`src/rtl/ultrasonido_pkg.sv`:
```
// Shared types and helpers for the ultrasonic measurement engine.
package ultrasonido_pkg;

  typedef enum logic [2:0] {
    IDLE      = 3'd0,
    TRIG      = 3'd1,
    WAIT_ECHO = 3'd2,
    MEASURE   = 3'd3,
    HOLDOFF   = 3'd4
  } state_t;

  // Sliced down to the distance width; all-ones marks a timed-out result.
  localparam logic [31:0] DIST_TIMEOUT = '1;

  function automatic int us_to_clks(input int clk_freq_hz, input int us);
    return (clk_freq_hz / 1_000_000) * us;
  endfunction

endpackage

```
`src/rtl/ultrasonido_medicion_if.sv`:
```
// Sensor-side and control-side signals of the measurement engine.
interface ultrasonido_medicion_if #(parameter int DIST_W = 9);
  logic              ENABLE;
  logic              echo;
  logic              trigger;
  logic [DIST_W-1:0] distance;
  logic              done;
  logic              timeout;
  logic              busy;

  modport master (output ENABLE, echo, input trigger, distance, done, timeout, busy);
  modport slave  (input ENABLE, echo, output trigger, distance, done, timeout, busy);
endinterface

```
`src/rtl/ultrasonido_medicion_us_tick_gen.sv`:
```
// Microsecond prescaler; clr marks the first cycle of a new phase so the
// k-th tick lands on the last cycle of the k-th microsecond of that phase.
module us_tick_gen #(
  parameter int CLKS_PER_US = 25
) (
  input  logic CLKOUT2,
  input  logic reset,
  input  logic clr,
  output logic us_tick
);
  localparam int CNT_W = $clog2(CLKS_PER_US + 1);

  logic [CNT_W-1:0] cnt;

  always_ff @(posedge CLKOUT2) begin
    if (reset)
      cnt <= '0;
    else if (clr)
      cnt <= (CLKS_PER_US > 1) ? CNT_W'(CLKS_PER_US - 2) : '0;
    else if (cnt == '0)
      cnt <= CNT_W'(CLKS_PER_US - 1);
    else
      cnt <= cnt - 1'b1;
  end

  assign us_tick = clr ? (CLKS_PER_US == 1) : (cnt == '0);
endmodule

```
`src/rtl/ultrasonido_medicion.sv`:
```
// HC-SR04 measurement engine: trigger, echo timing, distance in cm, hold-off.
//  state     | meaning
//  IDLE      | ENABLE low, nothing in flight
//  TRIG      | trigger pin high for TRIG_US
//  WAIT_ECHO | waiting for a fresh echo rise, bounded by TIMEOUT_US
//  MEASURE   | echo high, counting cm, bounded by TIMEOUT_US
//  HOLDOFF   | gap of HOLDOFF_US before the next trigger
module ultrasonido_medicion
  import ultrasonido_pkg::*;
#(
  parameter int CLK_FREQ_HZ = 25_000_000,
  parameter int TRIG_US     = 10,
  parameter int US_PER_CM   = 58,
  parameter int TIMEOUT_US  = 30000,
  parameter int HOLDOFF_US  = 60000,
  parameter int DIST_W      = 9
) (
  input  logic CLKOUT2,
  input  logic reset,
  ultrasonido_medicion_if.slave bus
);
  localparam int CLKS_PER_US = us_to_clks(CLK_FREQ_HZ, 1);
  localparam int US_MAX0     = (TIMEOUT_US > HOLDOFF_US) ? TIMEOUT_US : HOLDOFF_US;
  localparam int US_MAX      = (US_MAX0 > TRIG_US) ? US_MAX0 : TRIG_US;
  localparam int US_W        = $clog2(US_MAX + 1);
  localparam int DIV_W       = $clog2(US_PER_CM + 1);
  localparam int CM_MAX      = (1 << DIST_W) - 2;

  state_t            state;
  logic              phase_clr, us_tick, us_last, cm_step;
  logic              e_s1, e_s2, armed;
  logic [US_W-1:0]   us_left;
  logic [DIV_W-1:0]  cm_div;
  logic [DIST_W-1:0] cm, cm_inc;
  logic              trigger_r, done_r, timeout_r, busy_r;
  logic [DIST_W-1:0] distance_r;

  us_tick_gen #(.CLKS_PER_US(CLKS_PER_US)) u_tick (
    .CLKOUT2 (CLKOUT2),
    .reset   (reset),
    .clr     (phase_clr),
    .us_tick (us_tick)
  );

  always_ff @(posedge CLKOUT2) begin
    if (reset) begin
      e_s1 <= 1'b0;
      e_s2 <= 1'b0;
    end else begin
      e_s1 <= bus.echo;
      e_s2 <= e_s1;
    end
  end

  assign us_last = us_tick && (us_left == US_W'(1));
  assign cm_step = us_tick && (cm_div == DIV_W'(1));
  // Includes a cm step landing on the same cycle as the echo fall.
  assign cm_inc  = (cm_step && (cm != DIST_W'(CM_MAX))) ? cm + 1'b1 : cm;

  always_ff @(posedge CLKOUT2) begin
    if (reset) begin
      state      <= IDLE;
      trigger_r  <= 1'b0;
      distance_r <= '0;
      done_r     <= 1'b0;
      timeout_r  <= 1'b0;
      busy_r     <= 1'b0;
      phase_clr  <= 1'b0;
      armed      <= 1'b0;
      us_left    <= '0;
      cm_div     <= '0;
      cm         <= '0;
    end else begin
      done_r    <= 1'b0;
      phase_clr <= 1'b0;
      if (us_tick && (us_left != '0))
        us_left <= us_left - 1'b1;
      if (!bus.ENABLE) begin
        state     <= IDLE;
        trigger_r <= 1'b0;
        busy_r    <= 1'b0;
      end else begin
        case (state)
          IDLE: begin
            state     <= TRIG;
            trigger_r <= 1'b1;
            busy_r    <= 1'b1;
            phase_clr <= 1'b1;
            us_left   <= US_W'(TRIG_US);
          end
          TRIG: if (us_last) begin
            state     <= WAIT_ECHO;
            trigger_r <= 1'b0;
            phase_clr <= 1'b1;
            armed     <= 1'b0;
            us_left   <= US_W'(TIMEOUT_US);
          end
          WAIT_ECHO: begin
            // A pulse already high on entry only counts after it is seen low.
            if (armed && e_s2) begin
              state     <= MEASURE;
              phase_clr <= 1'b1;
              us_left   <= US_W'(TIMEOUT_US);
              cm_div    <= DIV_W'(US_PER_CM);
              cm        <= '0;
            end else if (us_last) begin
              distance_r <= DIST_TIMEOUT[DIST_W-1:0];
              timeout_r  <= 1'b1;
              done_r     <= 1'b1;
              state      <= HOLDOFF;
              phase_clr  <= 1'b1;
              us_left    <= US_W'(HOLDOFF_US);
            end else if (!e_s2) begin
              armed <= 1'b1;
            end
          end
          MEASURE: begin
            if (!e_s2) begin
              distance_r <= cm_inc;
              timeout_r  <= 1'b0;
              done_r     <= 1'b1;
              state      <= HOLDOFF;
              phase_clr  <= 1'b1;
              us_left    <= US_W'(HOLDOFF_US);
            end else if (us_last) begin
              distance_r <= DIST_TIMEOUT[DIST_W-1:0];
              timeout_r  <= 1'b1;
              done_r     <= 1'b1;
              state      <= HOLDOFF;
              phase_clr  <= 1'b1;
              us_left    <= US_W'(HOLDOFF_US);
            end else if (us_tick) begin
              if (cm_div == DIV_W'(1)) begin
                cm_div <= DIV_W'(US_PER_CM);
                cm     <= cm_inc;
              end else begin
                cm_div <= cm_div - 1'b1;
              end
            end
          end
          HOLDOFF: if (us_last) begin
            state     <= TRIG;
            trigger_r <= 1'b1;
            phase_clr <= 1'b1;
            us_left   <= US_W'(TRIG_US);
          end
          default: begin
            state     <= IDLE;
            trigger_r <= 1'b0;
            busy_r    <= 1'b0;
          end
        endcase
      end
    end
  end

  assign bus.trigger  = trigger_r;
  assign bus.distance = distance_r;
  assign bus.done     = done_r;
  assign bus.timeout  = timeout_r;
  assign bus.busy     = busy_r;
endmodule

```
`src/flat_wrapper.sv`:
```
// flat-port wrapper written by rule: the top's interface ports become plain ports
module ultrasonido_medicion_flat import ultrasonido_pkg::*;
#(
  parameter int CLK_FREQ_HZ = 25_000_000,
  parameter int TRIG_US     = 10,
  parameter int US_PER_CM   = 58,
  parameter int TIMEOUT_US  = 30000,
  parameter int HOLDOFF_US  = 60000,
  parameter int DIST_W      = 9
)
  (CLKOUT2, reset, bus_ENABLE, bus_echo, bus_trigger, bus_distance, bus_done, bus_timeout, bus_busy);
  ultrasonido_medicion_if #(.DIST_W(DIST_W)) bus_i ();
  input  logic CLKOUT2;
  input  logic reset;
  input wire logic [$bits(bus_i.ENABLE)-1:0] bus_ENABLE;
  input wire logic [$bits(bus_i.echo)-1:0] bus_echo;
  output wire logic [$bits(bus_i.trigger)-1:0] bus_trigger;
  output wire logic [$bits(bus_i.distance)-1:0] bus_distance;
  output wire logic [$bits(bus_i.done)-1:0] bus_done;
  output wire logic [$bits(bus_i.timeout)-1:0] bus_timeout;
  output wire logic [$bits(bus_i.busy)-1:0] bus_busy;
  assign bus_i.ENABLE = bus_ENABLE;
  assign bus_i.echo = bus_echo;
  assign bus_trigger = bus_i.trigger;
  assign bus_distance = bus_i.distance;
  assign bus_done = bus_i.done;
  assign bus_timeout = bus_i.timeout;
  assign bus_busy = bus_i.busy;
  ultrasonido_medicion #(.CLK_FREQ_HZ(CLK_FREQ_HZ), .TRIG_US(TRIG_US), .US_PER_CM(US_PER_CM), .TIMEOUT_US(TIMEOUT_US), .HOLDOFF_US(HOLDOFF_US), .DIST_W(DIST_W)) u_core (.CLKOUT2(CLKOUT2), .reset(reset), .bus(bus_i));
endmodule
```
`config.mk`:
```
export PLATFORM = sky130hd
export DESIGN_NAME = ultrasonido_medicion_flat
export DESIGN_NICKNAME = d
export VERILOG_FILES = /design/src/rtl/ultrasonido_pkg.sv /design/src/rtl/ultrasonido_medicion_if.sv /design/src/rtl/ultrasonido_medicion_us_tick_gen.sv /design/src/rtl/ultrasonido_medicion.sv /design/src/flat_wrapper.sv
export SDC_FILE = /design/constraint.sdc
export NUM_CORES = 1
export LEC_CHECK = 0
export ABC_AREA = 1
export CAP_MARGIN = 20
export CELL_PAD_IN_SITES_DETAIL_PLACEMENT = 0
export CELL_PAD_IN_SITES_GLOBAL_PLACEMENT = 1
export CORE_ASPECT_RATIO = 0.9
export CORE_MARGIN = 2
export CORE_UTILIZATION = 41
export CTS_BUF_LIST = sky130_fd_sc_hd__clkbuf_16
export DETAILED_ROUTE_END_ITERATION = 7
export DONT_BUFFER_PORTS = 1
export PLACE_DENSITY_LB_ADDON = 0.1
export SYNTH_ARGS = -nofsm -noshare
export SYNTH_HDL_FRONTEND = slang
export SYNTH_HIERARCHICAL = 1
export SYNTH_SLANG_ARGS = --single-unit
```
`constraint.sdc`:
```
create_clock -name CLKOUT2 -period 1.9 [get_ports CLKOUT2]
set_input_delay 0.285 -clock CLKOUT2 [delete_from_list [all_inputs] [get_ports CLKOUT2]]
set_output_delay 0.285 -clock CLKOUT2 [all_outputs]
set_load 0.05 [all_outputs]
```
==> qor.yml <==
reg2reg_slack_ns: 0.09
cts.htree.levels: 2
ctsHoldBuffers: 0
synth-edff-count: 0
cts_tree: "built"
worst_ep_arrival_time_ns: 1.99
dieArea_um2: 9180
grt_pass1_wl_um: 14400
synth.top_cell.area_share_pct: 32.5
port_buffers: 0
synth.most_common_cell: "nand2_1"
die_w_um: 101
gp_congestion: 0.868
postRouteAntennaNets: 0
dr.pass1.iters: 4
drive_gt1_share_pct: 15.8
cts.sinks: 56
end_kind: "flop"
max_cap_viol_count: 0
setup_tns_ns: 0
cp_common_cell: "nand3_1"
fmax_ghz: 0.553
grtUsageMet3_pct: 3.08
row_count: 31
grt_max_degree: 35
max_stage_delay_ns: 0.31
areaGrowthSynthToFinish_pct: 12.9
post_drt_wl_per_cell_um: 13.3
period_needed_ns: 1.81
grt_overflow: 0
peakVddDrop_v: 0.000498
hold_class: "input port to flop"
viasPerCell: 4.97
cts.clk_slew.worst_paths_ns: 0.07
startpoint_type: "flop"
vias: 3143
synth_fp_nets: 526
syn_avg_cell_area_um2: 6.71
cp_max_fo: 10
fin_worst_skew_ns: 0.00242
io_pins: 17
ys_types: 41
critical_path_buf_inv_count: 1
synth_seq_area_share_pct: 32.5
async_flop_share_pct: 0
antenna_found_initial: 0
yosys-top-cells-count: "nand2_1 (148), nor2_1 (67), dfxtp_1 (56), inv_1 (56), a21oi_1 (32)"
cts_buffer_depth: 2
ys.flop_type: "dfxtp_1"
use_met1_pct: 28.8
setup_violations: 0
grt_setup_unrepaired: "true"
synth_area_leader_cell: "dfxtp_1"
fin_total_pwr_w: 0.00391
hold_viol: 0
syn_inst: 515
grt_use_met2_pct: 29.5
core-area_um2: 8110
slew_headroom_pct: 62.4
initialDrtViolationCount: 108
synth_area_leaders: "dfxtp_1 (32%), nand2_1 (16%), nor2_1 (7.3%)"
initial_core_util_pct: 42.6
critPathSlowestCell: "dfxtp_1"
p_leak_nw: 1.78
die_h_um: 91.1
clk_latency_ns: 0.30
ys_ff_latch: 56
hpwl_um: 6410
grt_pass1_vias: 2938
final_util_pct: 48.1
numCtsBuffers: 5
worstSetupPathType: "flop to flop"
slew_violations: 0
num_antenna_cells: 0
drc: 0
status: "finished, final reports clean"
syn_area_um2: 3450
wl_um: 8380
ys_warn_count: 6
powerDensity_nw_per_um2: 1000
fin_nets: 543
grt_usage_pct: 19.6
grt.busiest_layer: "met2"
required_ns: 2.08
critical_path.top_delay_family: "simple AND/OR/NAND/NOR gates"
cts-root-buf: "clkbuf_16"
period_share_pct: 95.2
crit_path_cell_trace: "inv_1 > ha_4 > nand3_4 > nor2_4 > nand3_1 > nor2_2 > nand2_4 > o21ai_0 > nand3_1 > nand2_1 > a31oi_1"
tightest_slew_ns: 0.563
## flip-flops by register name (all words and copies together) (netlist names), 3 cells and up
| signal | flops |
|---|---|
| u_core/us_left | 16 |
| u_core/bus.distance | 9 |
| u_core/cm | 9 |
| u_core/cm_div | 6 |
| u_core/u_tick/cnt | 5 |
| u_core/state | 3 |
## metrics by stage
step | instances | worst slack (ns) | hold WS (ns) | cell area [µm²]
floorplan | 515 | 0.0700 | 0.357 | 3460
global placement | 621 | 0.0697 | 0.353 | 3630
detailed placement | 621 | 0.0294 | 0.358 | 3630
CTS | 629 | 0.0205 | 0.0374 | 3800
global route | 632 | -0.0355 | 0.0392 | 3900
finish | 632 | 0.0904 | 0.0446 | 3900
## cells by family after synthesis
kind of cell	share of synthesized area (%)
buffers and inverters	9.42
AND/OR/NAND/NOR	38.4
XOR/XNOR	3.80
AO/OA/AOI/OAI	13.4
adder cells (fa/ha/maj)	2.54
flip-flops	32.5
## report_power, final
group          leakage, nW  switching [W]  internal [W]
logic                 1.24       0.000890      0.000564
clock network       0.0814       0.000444      0.000621
registers            0.455       0.000108       0.00128
## placed cells by master, fill, tap and decap left out, types with 8 or more instances in the layout
master     n
a31oi_1    8
nor2_1    66
dfxtp_1   56
buf_4     18
nand3_1   21
o21ai_0   14
inv_1     53
nand2_2    9
xor2_1    12
o21a_1     8
nand2_1  146
a21oi_1   30
## worst reg2reg max path, delay by kind of cell (launching register included)
| kind | cells | cell delay [ns] |
|---|---|---|
| AOI/OAI and AO/OA | 2 | 0.23 |
| adders and majority gates | 1 | 0.16 |
| buffers and inverters | 1 | 0.09 |
| DFF | 1 | 0.31 |
| and+or+nand+nor | 7 | 0.91 |
## layout make-up
| cell class | count | area, µm² |
|---|---|---|
| Inverter | 63 | 244 |
| Fill cell | 847 | 4210 |
| Timing Repair Buffer | 20 | 166 |
| Clock buffer | 5 | 125 |
| Multi-Input combinational cell | 386 | 2080 |
| Tap cell | 99 | 124 |
| Clock inverter | 3 | 42.5 |
| Sequential cell | 56 | 1120 |
## per-layer routing
| metal | vias to the layer above | part of all wire [%] |
|---|---|---|
| li1 | 1669 | - |
| met1 | 1408 | 53 |
| met2 | 60 | 42 |
| met3 | 6 | 4.3 |
| met4 | 0 | 0.94 |
| met5 | - | 0 |
## path summary, 6_finish.rpt
kind,start,endpoint,cells past startpoint
worst max register to register,u_core/u_tick/cnt[1],u_core/us_left[3],11
worst min register to register,u_core/e_s1,u_core/e_s2,2
worst max-delay path,u_core/u_tick/cnt[1],u_core/us_left[3],11
worst min-delay path,reset,u_core/cm[6],1
## timing repair
item | in CTS | in global routing
pin swaps | 0 | 5
endpoints found under the setup margin | 1 | 48
hold endpoints to repair | 0 | 0
gates resized for setup | 1 | 16
setup buffers | 0 | 3
Power figures use the tool's default switching activity.
